### src/rtl/guia07_pkg.sv
// Shared types and constants for the AND/NAND selector stimulus sequencer.
package guia07_pkg;

  typedef enum logic [1:0] {
    IDLE   = 2'd0,
    DRIVE  = 2'd1,
    SAMPLE = 2'd2,
    DONE   = 2'd3
  } state_t;

  localparam int         NUM_VECTORS = 8;
  // Bit i is the expected selector output for vector i ({a,b,select} = i).
  localparam logic [7:0] GOLDEN_WORD = 8'h6A;

  function automatic logic golden_bit(input logic [2:0] idx);
    return GOLDEN_WORD[idx];
  endfunction

endpackage

### src/rtl/vector_hold_timer.sv
// Hold counter: counts enabled cycles and flags the last cycle of a vector's hold.
module vector_hold_timer #(
  parameter int HOLD_CYCLES = 1
) (
  input  logic clk,
  input  logic reset,
  input  logic clear,
  input  logic enable,
  output logic expire
);
  localparam int HOLD_W = $clog2(HOLD_CYCLES + 1);

  logic [HOLD_W-1:0] r_hold;

  // Expire is combinational so the FSM leaves DRIVE on the final hold cycle.
  assign expire = enable && (r_hold == HOLD_W'(HOLD_CYCLES - 1));

  // Count only while enabled; restart from zero on expiry or when cleared.
  always_ff @(posedge clk) begin
    if (reset || clear)  r_hold <= '0;
    else if (expire)     r_hold <= '0;
    else if (enable)     r_hold <= r_hold + HOLD_W'(1);
  end

endmodule

### src/rtl/logic_op_sequencer.sv
// Clocked stimulus/capture source for the AND/NAND selector: drives the eight
// {a,b,select} vectors, samples the selector result, and scores it against golden.
module logic_op_sequencer
  import guia07_pkg::*;
#(
  parameter int HOLD_CYCLES = 1
) (
  input  logic       clk,
  input  logic       reset,
  input  logic       start,
  input  logic       pause,
  input  logic       result_in,
  output logic       a,
  output logic       b,
  output logic       select,
  output logic       busy,
  output logic       done,
  output logic [7:0] result_word,
  output logic [3:0] error_count,
  output logic       mismatch
);

  state_t     r_state, w_next;
  logic [2:0] r_idx;
  logic       w_expire, w_hold_en, w_hold_clr, w_driving;

  assign w_hold_en  = (r_state == DRIVE) && !pause;
  assign w_hold_clr = (r_state != DRIVE);

  vector_hold_timer #(.HOLD_CYCLES(HOLD_CYCLES)) u_timer (
    .clk    (clk),
    .reset  (reset),
    .clear  (w_hold_clr),
    .enable (w_hold_en),
    .expire (w_expire)
  );

  // State register.
  always_ff @(posedge clk) begin
    if (reset) r_state <= IDLE;
    else       r_state <= w_next;
  end

  // Next-state logic; start is only honoured when not busy.
  always_comb begin
    w_next = r_state;
    case (r_state)
      IDLE, DONE: if (start)   w_next = DRIVE;
      DRIVE:      if (w_expire) w_next = SAMPLE;
      SAMPLE:     w_next = (r_idx == 3'(NUM_VECTORS - 1)) ? DONE : DRIVE;
      default:    w_next = IDLE;
    endcase
  end

  // Vector index and capture/scoring registers; a new sweep clears the scores.
  always_ff @(posedge clk) begin
    if (reset) begin
      r_idx       <= '0;
      result_word <= '0;
      error_count <= '0;
      mismatch    <= 1'b0;
    end else begin
      case (r_state)
        IDLE, DONE: begin
          if (start) begin
            r_idx       <= '0;
            result_word <= '0;
            error_count <= '0;
            mismatch    <= 1'b0;
          end
        end
        SAMPLE: begin
          result_word[r_idx] <= result_in;
          if (result_in != golden_bit(r_idx)) begin
            error_count <= error_count + 4'd1;
            mismatch    <= 1'b1;
          end
          if (r_idx != 3'(NUM_VECTORS - 1)) r_idx <= r_idx + 3'd1;
        end
        default: ;
      endcase
    end
  end

  // Operands come straight from idx, so they only move on the SAMPLE->DRIVE edge.
  assign w_driving = (r_state == DRIVE) || (r_state == SAMPLE);
  assign a         = w_driving & r_idx[2];
  assign b         = w_driving & r_idx[1];
  assign select    = w_driving & r_idx[0];
  assign busy      = w_driving;
  assign done      = (r_state == DONE);

endmodule

### config.mk
export PLATFORM = sky130hd
export DESIGN_NAME = logic_op_sequencer
export DESIGN_NICKNAME = d
export VERILOG_FILES = /design/src/rtl/guia07_pkg.sv /design/src/rtl/vector_hold_timer.sv /design/src/rtl/logic_op_sequencer.sv
export SDC_FILE = /design/constraint.sdc
export NUM_CORES = 1
export LEC_CHECK = 0
export ABC_AREA = 0
export BUFFER_PORTS_ARGS = -buffer_cell sky130_fd_sc_hd__buf_2
export CAP_MARGIN = 30
export CORE_ASPECT_RATIO = 1.25
export CORE_MARGIN = 3
export CORE_UTILIZATION = 50
export DETAILED_ROUTE_END_ITERATION = 8
export PLACE_DENSITY = 0.74
export SLEW_MARGIN = 0
export SYNTH_ARGS = -nofsm -noshare
export SYNTH_HDL_FRONTEND = slang
export SYNTH_HIERARCHICAL = 1
export SYNTH_SLANG_ARGS = --single-unit
### constraint.sdc
create_clock -name clk -period 3.2 [get_ports clk]
set_clock_uncertainty 0.05 [all_clocks]
set_input_delay 0.32 -clock clk [delete_from_list [all_inputs] [get_ports clk]]
set_output_delay 0.32 -clock clk [all_outputs]
set_load 0.02 [all_outputs]
---- Word level (Yosys, flattened, before mapping) ----
Memory sizes are Yosys's and may differ from the RTL's. A register that Yosys moved wholly into a read port is not among the register bits.
Index checks and enable logic that the tools add are counted.
Widths: inputs -> output; s select.
operators by class
  add/sub/neg operators ................... 3
  multipliers ............................. 0
  div/mod/pow operators ................... 0
  order comparisons ....................... 2
  equal/unequal tests ..................... 11
  shift operators ......................... 0
  muxes and demuxes ....................... 21
  bitwise gates (word level) .............. 4
  reduce and logical (&&, ||, !) cells .... 14
operator list
  kind                 number
  $pmux 8 s2           1
  $mux 3               4
  $bwmux 8             1
  $mux 4               2
  $mux 8               1
  $pmux 4 s2           1
  $mux 2               3
  $ne 2x2->1 const B   3
  $pmux 2 s3           1
  $pmux 3 s2           1
  $reduce_and 3->1     2
  $add 4x1->4 const B  1
  $eq 2x2->1 const B   2
  $lt 3x4->1 const B   1
  $mux 1               4
  $ne 2x1->1 const B   2
  $reduce_and 2->1     2
  $reduce_or 2->1      2
  $add 3x1->3 const B  1
  $and 1x1->1          3
  $demux 1 s3          1
  $eq 3x3->1 const B   1
  $ge 3x1->1 const B   1
  $logic_and 1x1->1    3
  other kinds (10)     11
storage, ports and cells
  bits in registers ....................... 19
  latch bits .............................. 0
  RAM bits ................................ 0
  memory bits (read-only) ................. 8
  bits of input ports ..................... 5
  output and inout bits ................... 18
  memories ................................ 1
memory list
  name              depth  bits a word  rd ports  clocked after memory_dff  write ports  RTL line          source
  (name not given)  8      1            1         1                         0            guia07_pkg.sv:16  return GOLDEN_WORD[idx];

---- Depth between registers and ports, before layout ----
Gate-level depths: netlist of run 1.
  depth after elaboration ................. 6
  depth in mapped cells ................... 9
  depth with buffers taken out ............ 9

---- By module ----
Netlist of run 1, hierarchy kept.
modules (own cells, without submodules)
  module              times used  cells an instance  area an instance (µm²)  seq. area each (µm²)
  logic_op_sequencer  1           130                1,023.5                 380.4
  vector_hold_timer   1           3                  41.3                    20.0

---- Least setup slack after synthesis of run 1 ----
No wires, ideal clock.
  path kind ............................... register -> register
  start ................................... register r_state[0]
  end ..................................... register r_idx[2]
  library setup time ...................... 0.129 ns
  arrival ................................. 1.570 ns
  setup slack ............................. 1.451 ns
  cell stages (with the launch flop) ...... 8
  buffers on the path ..................... 1
  clock period less this slack ............ 1.749 ns
  cells stage by stage .................... dfxtp_1 -> inv_1 -> ha_1 -> nand2b_1 -> buf_2 -> a21oi_1 -> or3_1 -> nor2b_1
between the ends
  longest elaborated chain between the ends .. 4
ends and longest elaborated chain
  item                                                              RTL line                  source
  from (decl)                                                       logic_op_sequencer.sv:23  state_t r_state, w_next;
  from (signal assigned)                                            logic_op_sequencer.sv:41  else r_state <= w_next;
  $eq 2x2->1 / $logic_not 2->1 (equally long branches)              logic_op_sequencer.sv:63  case (r_state)
  $reduce_or 2->1                                                   logic_op_sequencer.sv:63
  $ne 2x2->1 (no line) / $reduce_bool 2->1 (equally long branches)  n/a
  $reduce_and 3->1 (no line)                                        n/a
  to (signal assigned)                                              logic_op_sequencer.sv:78  if (r_idx != 3'(NUM_VECTORS - 1)) r_idx <= r_idx + 3'd1;
  to (decl)                                                         logic_op_sequencer.sv:24  logic [2:0] r_idx;
Parallel ways exist; a longest one is shown, timed or not.
A chain may end at the register's enable or synchronous reset.

---- Final worst setup path of run 1 ----
  start ................................... register r_state[0]
  end ..................................... output port select
between the ends
  longest elaborated chain between the ends .. 3
ends and longest elaborated chain
  item                                             RTL line                  source
  $eq 2x1->1 / $eq 2x2->1 (equally long branches)  logic_op_sequencer.sv:86  assign w_driving = (r_state == DRIVE) || (r_state == SAMPLE);
  $logic_or 1x1->1 (*)                             logic_op_sequencer.sv:86
  $and 1x1->1 (*)                                  logic_op_sequencer.sv:89  assign select = w_driving & r_idx[0];
  to (decl)                                        logic_op_sequencer.sv:15  output logic select,
Mark *: on every way between the ends. The rest lies on a longest branch, timed or not.

==> flow_summary.yaml, run 1 <==
detailed_routing:
  avgViaCountPerCell: 5.59
  drc_errors: 0
  antenna_left: 0
  wl_um: 2150
  drt_iter0_markers: 43
  vias: 961
  wire_per_inst_um: 12.5
  firstDrtPassIters: 5
clocking:
  cts.path.max_buffers: 2
  cts-root-buf: "clkbuf_4"
  path_clk_slew_ps: 110
  insertion_delay_ps: 290
  cts_made_buffers: 3
  cts_resized: 0
  htreeDepth: 1
  cts_setup_buffers: 0
  cts_tree: "built"
  holdBufCountCts: 0
  clock-sinks: 20
placed_design:
  gp_congestion: 0.759
  io_buffer_count: 22
  place_area_um2: 1160
  pre_cts_ws_ps: 1310
  dpl.hpwl_um: 1580
  dp_cells: 168
grt:
  antenna_found_initial: 0
  grt_pass1_wl_um: 3720
  grt_usage_pct: 18.3
  grt_overflow: 0
  grt_pass1_vias: 883
  grt_max_degree: 20
sta:
  relSlewSlack_pct: 75.0
  drv_slew: 0
  holdWs_ps: 299
  finalSetupTns_ps: 0
  setup_slack_ps: 1250
  grt_setup_unrepaired: "false"
  max_clock_freq_ghz: 0.513
  setup_viol: 0
  period_needed_ps: 1950
  finalHoldViolations: 0
  tightest_slew_ps: 375
  timing.final.crit_share_pct: 60.9
critical_path:
  crit_end: "select"
  startpoint_type: "flip-flop"
  crit_buf_inv: 2
  startpoint: "r_state[0]$_SDFFE_PP0P_"
  cp_num_cells: 4
  critPathMaxFanout: 8
  cp_slowest_cell: "ha_1"
  critPathTopFamily: "adder cells"
  max_stage_delay_ps: 440
  rrSetupSlack_ps: 1280
  cp.arrival_ps: 1580
  crit_path_end_kind: "output port"
  cp_cell_sequence: "inv_1 > ha_1 > and2b_2 > buf_2"
  rr_startpoint: "r_state[0]$_SDFFE_PP0P_"
  required_ps: 2830
  path_class: "reg2out"
  r2r_cells: 7
power_and_ir_drop:
  power.density_nw_per_um2: 428
  power_frac_comb_pct: 11.4
  swShare_pct: 23.4
  finalPower_uw: 521
  power_frac_seq_pct: 49.3
  p_sw_uw: 122
  max-vdd-ir-drop_mv: 0.268
  p_leak_nw: 0.537
  power_frac_clock_pct: 39.2
  intPower_uw: 399
final_layout:
  fin_nets: 164
  finalNonFillerCells: 172
  drive_gt1_share_pct: 22.4
  fin_area_um2: 1220
  diodes: 0
  final_util_pct: 60.7
  synthToLayoutAreaGrowth_pct: 14.2
synthesis:
  ys_ff_latch: 20
  synth-edff-count: 0
  syn-num-nets: 144
  synthDistinctLibCells: 31
  ys.flop_type: "dfxtp_1"
  avgSynthCellArea_um2: 8.01
  synthMostInstantiatedCell: "dfxtp_1"
  yosys.area.top_type: "dfxtp_1"
  synth_area_leaders: "dfxtp_1 (38%), a21oi_1 (8.0%), ha_1 (7.1%)"
  synth_top_area_share_pct: 37.6
  netlist_area_um2: 1060
  yosysSeqAreaShare_pct: 37.6
  synth_cells: 133
  synthArstFlopShare_pct: 0
  yosys_warnings: 6
  ys_top_cells_by_count: "dfxtp_1 (20), a21oi_1 (17), nor2_1 (16)"
floorplan:
  die_y_um: 57.6
  initial_core_util_pct: 53.1
  die_w_um: 47.3
  std_cell_rows: 18
  fp.coreArea_um2: 2000
  dieArea_um2: 2720
  io_pins: 23
worst_hold_path:
  hold_path_class: "in2reg"
flow_run:
  drv_cap: 0
status:
  status: "finished clean"
==> worst min-delay path: stages <==
cell,delay [ps]
buf_2,90
nor2_1,130
nor4b_2,60
==> worst min path at each step <==
| stage | to | slack (ps) | startpoint | cells past startpoint |
|---|---|---|---|---|
| floorplan | u_timer/r_hold$_SDFFE_PP0P_ | 340 | reset | 1 |
| global placement | result_word[0]$_SDFFE_PP0P_ | 410 | result_word[0]$_SDFFE_PP0P_ | 2 |
| detailed placement | result_word[3]$_SDFFE_PP0P_ | 410 | result_word[3]$_SDFFE_PP0P_ | 2 |
| CTS | u_timer/r_hold$_SDFFE_PP0P_ | 290 | pause | 3 |
| global route | u_timer/r_hold$_SDFFE_PP0P_ | 340 | pause | 3 |
| finish | u_timer/r_hold$_SDFFE_PP0P_ | 300 | pause | 3 |
==> layout make-up <==
| type | instances | area [µm²] |
|---|---|---|
| sequential | 20 | 400 |
| inverter | 6 | 22.5 |
| tap | 20 | 25.0 |
| timing repair buffer | 22 | 110 |
| clock buffer | 3 | 22.5 |
| multi-input combinational | 100 | 606 |
| fill | 184 | 788 |
| clock inverter | 1 | 30.0 |
==> power by group through the flow <==
stage	Combinational (mW)	Sequential (mW)	Clock [mW]
floorplan	0.0493	0.260	0
global placement	0.0573	0.262	0
detailed placement	0.0591	0.262	0
CTS	0.0594	0.257	0.209
global route	0.0684	0.258	0.220
finish	0.0596	0.257	0.204
==> per-layer routing <==
metal	GRT usage [%]	vias to the layer above	wire length (µm)
met3	2.84	4	74
met5	0	-	0
met1	24.2	445	1030
met2	29.1	19	1030
li1	-	493	-
met4	6.32	0	25
==> flip-flops by register name (all words and copies together) (netlist names), named ones only <==
register        flops
error_count         4
u_timer/r_hold      1
r_idx               3
r_state             2
result_word         8
mismatch            1
==> cells by family (layout without fill, tap and decap cells) <==
family          count (synthesis)  count (layout)  synth area share, %
simple gates                   49              49                 23.4
compound gates                 41              41                 22.4
flops                          20              20                 37.6
buf+inv                        13              32                 5.52
fa+ha+maj                       6               6                 7.05
xor+xnor                        2               2                 1.65
mux                             2               2                 2.35
==> placed cells by master, fill, tap and decap left out, drive strengths merged, types with 3 or more instances in the layout <==
| cell type | count |
|---|---|
| nand3 | 3 |
| dfxtp | 20 |
| nand2 | 13 |
| a22oi | 4 |
| ha | 6 |
| nor2 | 16 |
| nor2b | 4 |
| a21oi | 19 |
| inv | 6 |
| o21ai | 14 |
| clkbuf | 3 |
| buf | 22 |
Note: power is estimated with default switching activity, not from simulation.
==> inputs of run 2 (changes only) <==
ABC_AREA = 1   (was 0)
clock period = 1.85 ns   (was 3.2 ns; I/O delays follow)
==> flow_summary.yaml, run 2 <==
critical_path:
  crit_path_end_kind: "flip-flop"
  required_ps: 2010
  cp.arrival_ps: 1790
  rr_startpoint: "r_state[0]$_SDFFE_PP0P_"
  rrSetupSlack_ps: 220
  critPathMaxFanout: 7
  startpoint_type: "flip-flop"
  path_class: "reg2reg"
  r2r_cells: 11
placed_design:
  place_area_um2: 1210
  dpl.hpwl_um: 1630
  pre_cts_ws_ps: 124
  gp_congestion: 0.812
  dp_cells: 193
  io_buffer_count: 22
synthesis:
  ys.flop_type: "dfxtp_1"
  yosys_warnings: 6
  synth_top_area_share_pct: 36.9
  yosys.area.top_type: "dfxtp_1"
  netlist_area_um2: 1080
  syn-num-nets: 164
  synthMostInstantiatedCell: "nand2_1"
  yosysSeqAreaShare_pct: 36.9
  synthDistinctLibCells: 24
  ys_ff_latch: 20
  ys_top_cells_by_count: "nand2_1 (42), dfxtp_1 (20), inv_1 (17)"
  synth-edff-count: 0
  synth_cells: 153
  synth_area_leaders: "dfxtp_1 (37%), nand2_1 (15%), a21oi_1 (7.4%)"
  synthArstFlopShare_pct: 0
  avgSynthCellArea_um2: 7.09
final_layout:
  diodes: 0
  drive_gt1_share_pct: 21.6
  fin_nets: 189
  largest_reg_flops: 8
  final_util_pct: 61.2
  fin_area_um2: 1240
  final_cell_mix: "nand2_1 (41), buf_2 (22), dfxtp_1 (19)"
  reg_top3: "result_word (8), error_count (4), r_idx (3)"
  synthToLayoutAreaGrowth_pct: 14.3
  final_common_cell: "nand2_1"
  nFillCells: 199
  top_register: "result_word"
  finalNonFillerCells: 196
detailed_routing:
  drc_errors: 0
  wire_per_inst_um: 11.2
  vias: 1022
  drt_iter0_markers: 21
  wl_um: 2190
  firstDrtPassIters: 4
  antenna_left: 0
  avgViaCountPerCell: 5.21
sta:
  tightest_slew_ps: 320
  drv_slew: 0
  relSlewSlack_pct: 78.4
  finalSetupTns_ps: 0
  holdWs_ps: 160
  max_clock_freq_ghz: 0.615
  timing.final.crit_share_pct: 87.9
  finalHoldViolations: 0
  setup_viol: 0
  setup_slack_ps: 224
  period_needed_ps: 1630
  grt_setup_unrepaired: "false"
grt:
  grt_overflow: 0
  grt_max_degree: 18
  grt_usage_pct: 18.6
  grt_pass1_vias: 951
  grt_pass1_wl_um: 3800
  antenna_found_initial: 0
floorplan:
  die_w_um: 47.7
  initial_core_util_pct: 53.5
  dieArea_um2: 2770
  std_cell_rows: 18
  fp.coreArea_um2: 2030
  io_pins: 23
  die_y_um: 58.1
clocking:
  cts_made_buffers: 3
  cts-root-buf: "clkbuf_4"
  htreeDepth: 1
  cts.path.max_buffers: 2
  cts_tree: "built"
  clock-sinks: 20
  insertion_delay_ps: 300
  cts_setup_buffers: 0
  cts_resized: 0
  holdBufCountCts: 0
  path_clk_slew_ps: 110
worst_hold_path:
  hold_path_class: "in2reg"
  min_to: "u_timer/r_hold$_SDFFE_PP0P_"
  min_from: "pause"
  whs_path_depth: 5
status:
  status: "finished clean"
power_and_ir_drop:
  power.density_nw_per_um2: 701
  finalPower_uw: 870
  p_leak_nw: 0.609
  max-vdd-ir-drop_mv: 0.537
flow_run:
  drv_cap: 0
-- run 2: cell count changes in the layout (fill, tap and decap cells not counted), moves of 4 or more --
cell / previous run / this run
nand2_1: 13 / 41
inv_1: 6 / 17
nor2_1: 16 / 6
nand3_1: 3 / 10
nor3_1: 1 / 8
a22oi_1: 4 / 0
nor2b_1: 4 / 0
-- run 2: final cells by class --
cell class                      instances  area [µm²]  share of cell area [%]
Tap cell                               20        25.0                    2.02
Inverter                               18        67.6                    5.45
Sequential cell                        20         402                    32.4
Clock buffer                            3        22.5                    1.82
Multi-Input combinational cell        110         591                    47.6
Timing Repair Buffer                   25         133                    10.7
-- run 2: worst max-delay path by stage --
stage	startpoint	end	cells past startpoint
after global routing	r_state[0]$_SDFFE_PP0P_	flip-flop	11
after floorplan	r_state[0]$_SDFFE_PP0P_	flip-flop	11
after CTS	r_state[0]$_SDFFE_PP0P_	error_count[2]$_SDFFE_PP0P_	9
final	r_state[0]$_SDFFE_PP0P_	flip-flop	11
after global placement	r_state[0]$_SDFFE_PP0P_	mismatch$_SDFFE_PP0P_	9
after detailed placement	r_state[0]$_SDFFE_PP0P_	error_count[2]$_SDFFE_PP0P_	9
-- run 2: report_power, final --
part	leakage (nW)	total, mW	switching, mW	internal, mW
clock	0.0138	0.206	0.130	0.0760
combinational	0.433	0.205	0.135	0.0694
sequential	0.162	0.458	0.0127	0.446
-- run 2: routing by layer --
metal | share of wire, % | global-route usage [%]
met5 | 0 | 0
met4 | 2.3 | 9.23
met3 | 5.3 | 2.80
met2 | 49 | 32.0
met1 | 43 | 21.1
-- run 2: logic make-up (layout without fill, tap and decap cells) --
kind of cell / count (synthesis) / in the layout / synth area share, %
DFF: 20 / 20 / 36.9
buffers and inverters: 23 / 46 / 9.11
and+or+nand+nor: 73 / 73 / 30.3
AOI/OAI and AO/OA: 28 / 28 / 14.3
adders and majority gates: 6 / 6 / 6.92
xor gates and xnor gates: 3 / 3 / 2.42
-- run 2: critical path, stage by stage (launching register included) --
cell	delay (ps)
dfxtp_2	370
inv_1	50
ha_2	380
inv_2	70
nand2_2	60
nand2_2	110
nand3_1	110
nand2_1	90
nor2_4	100
nand3_2	70
nand2_1	50
inv_1	40
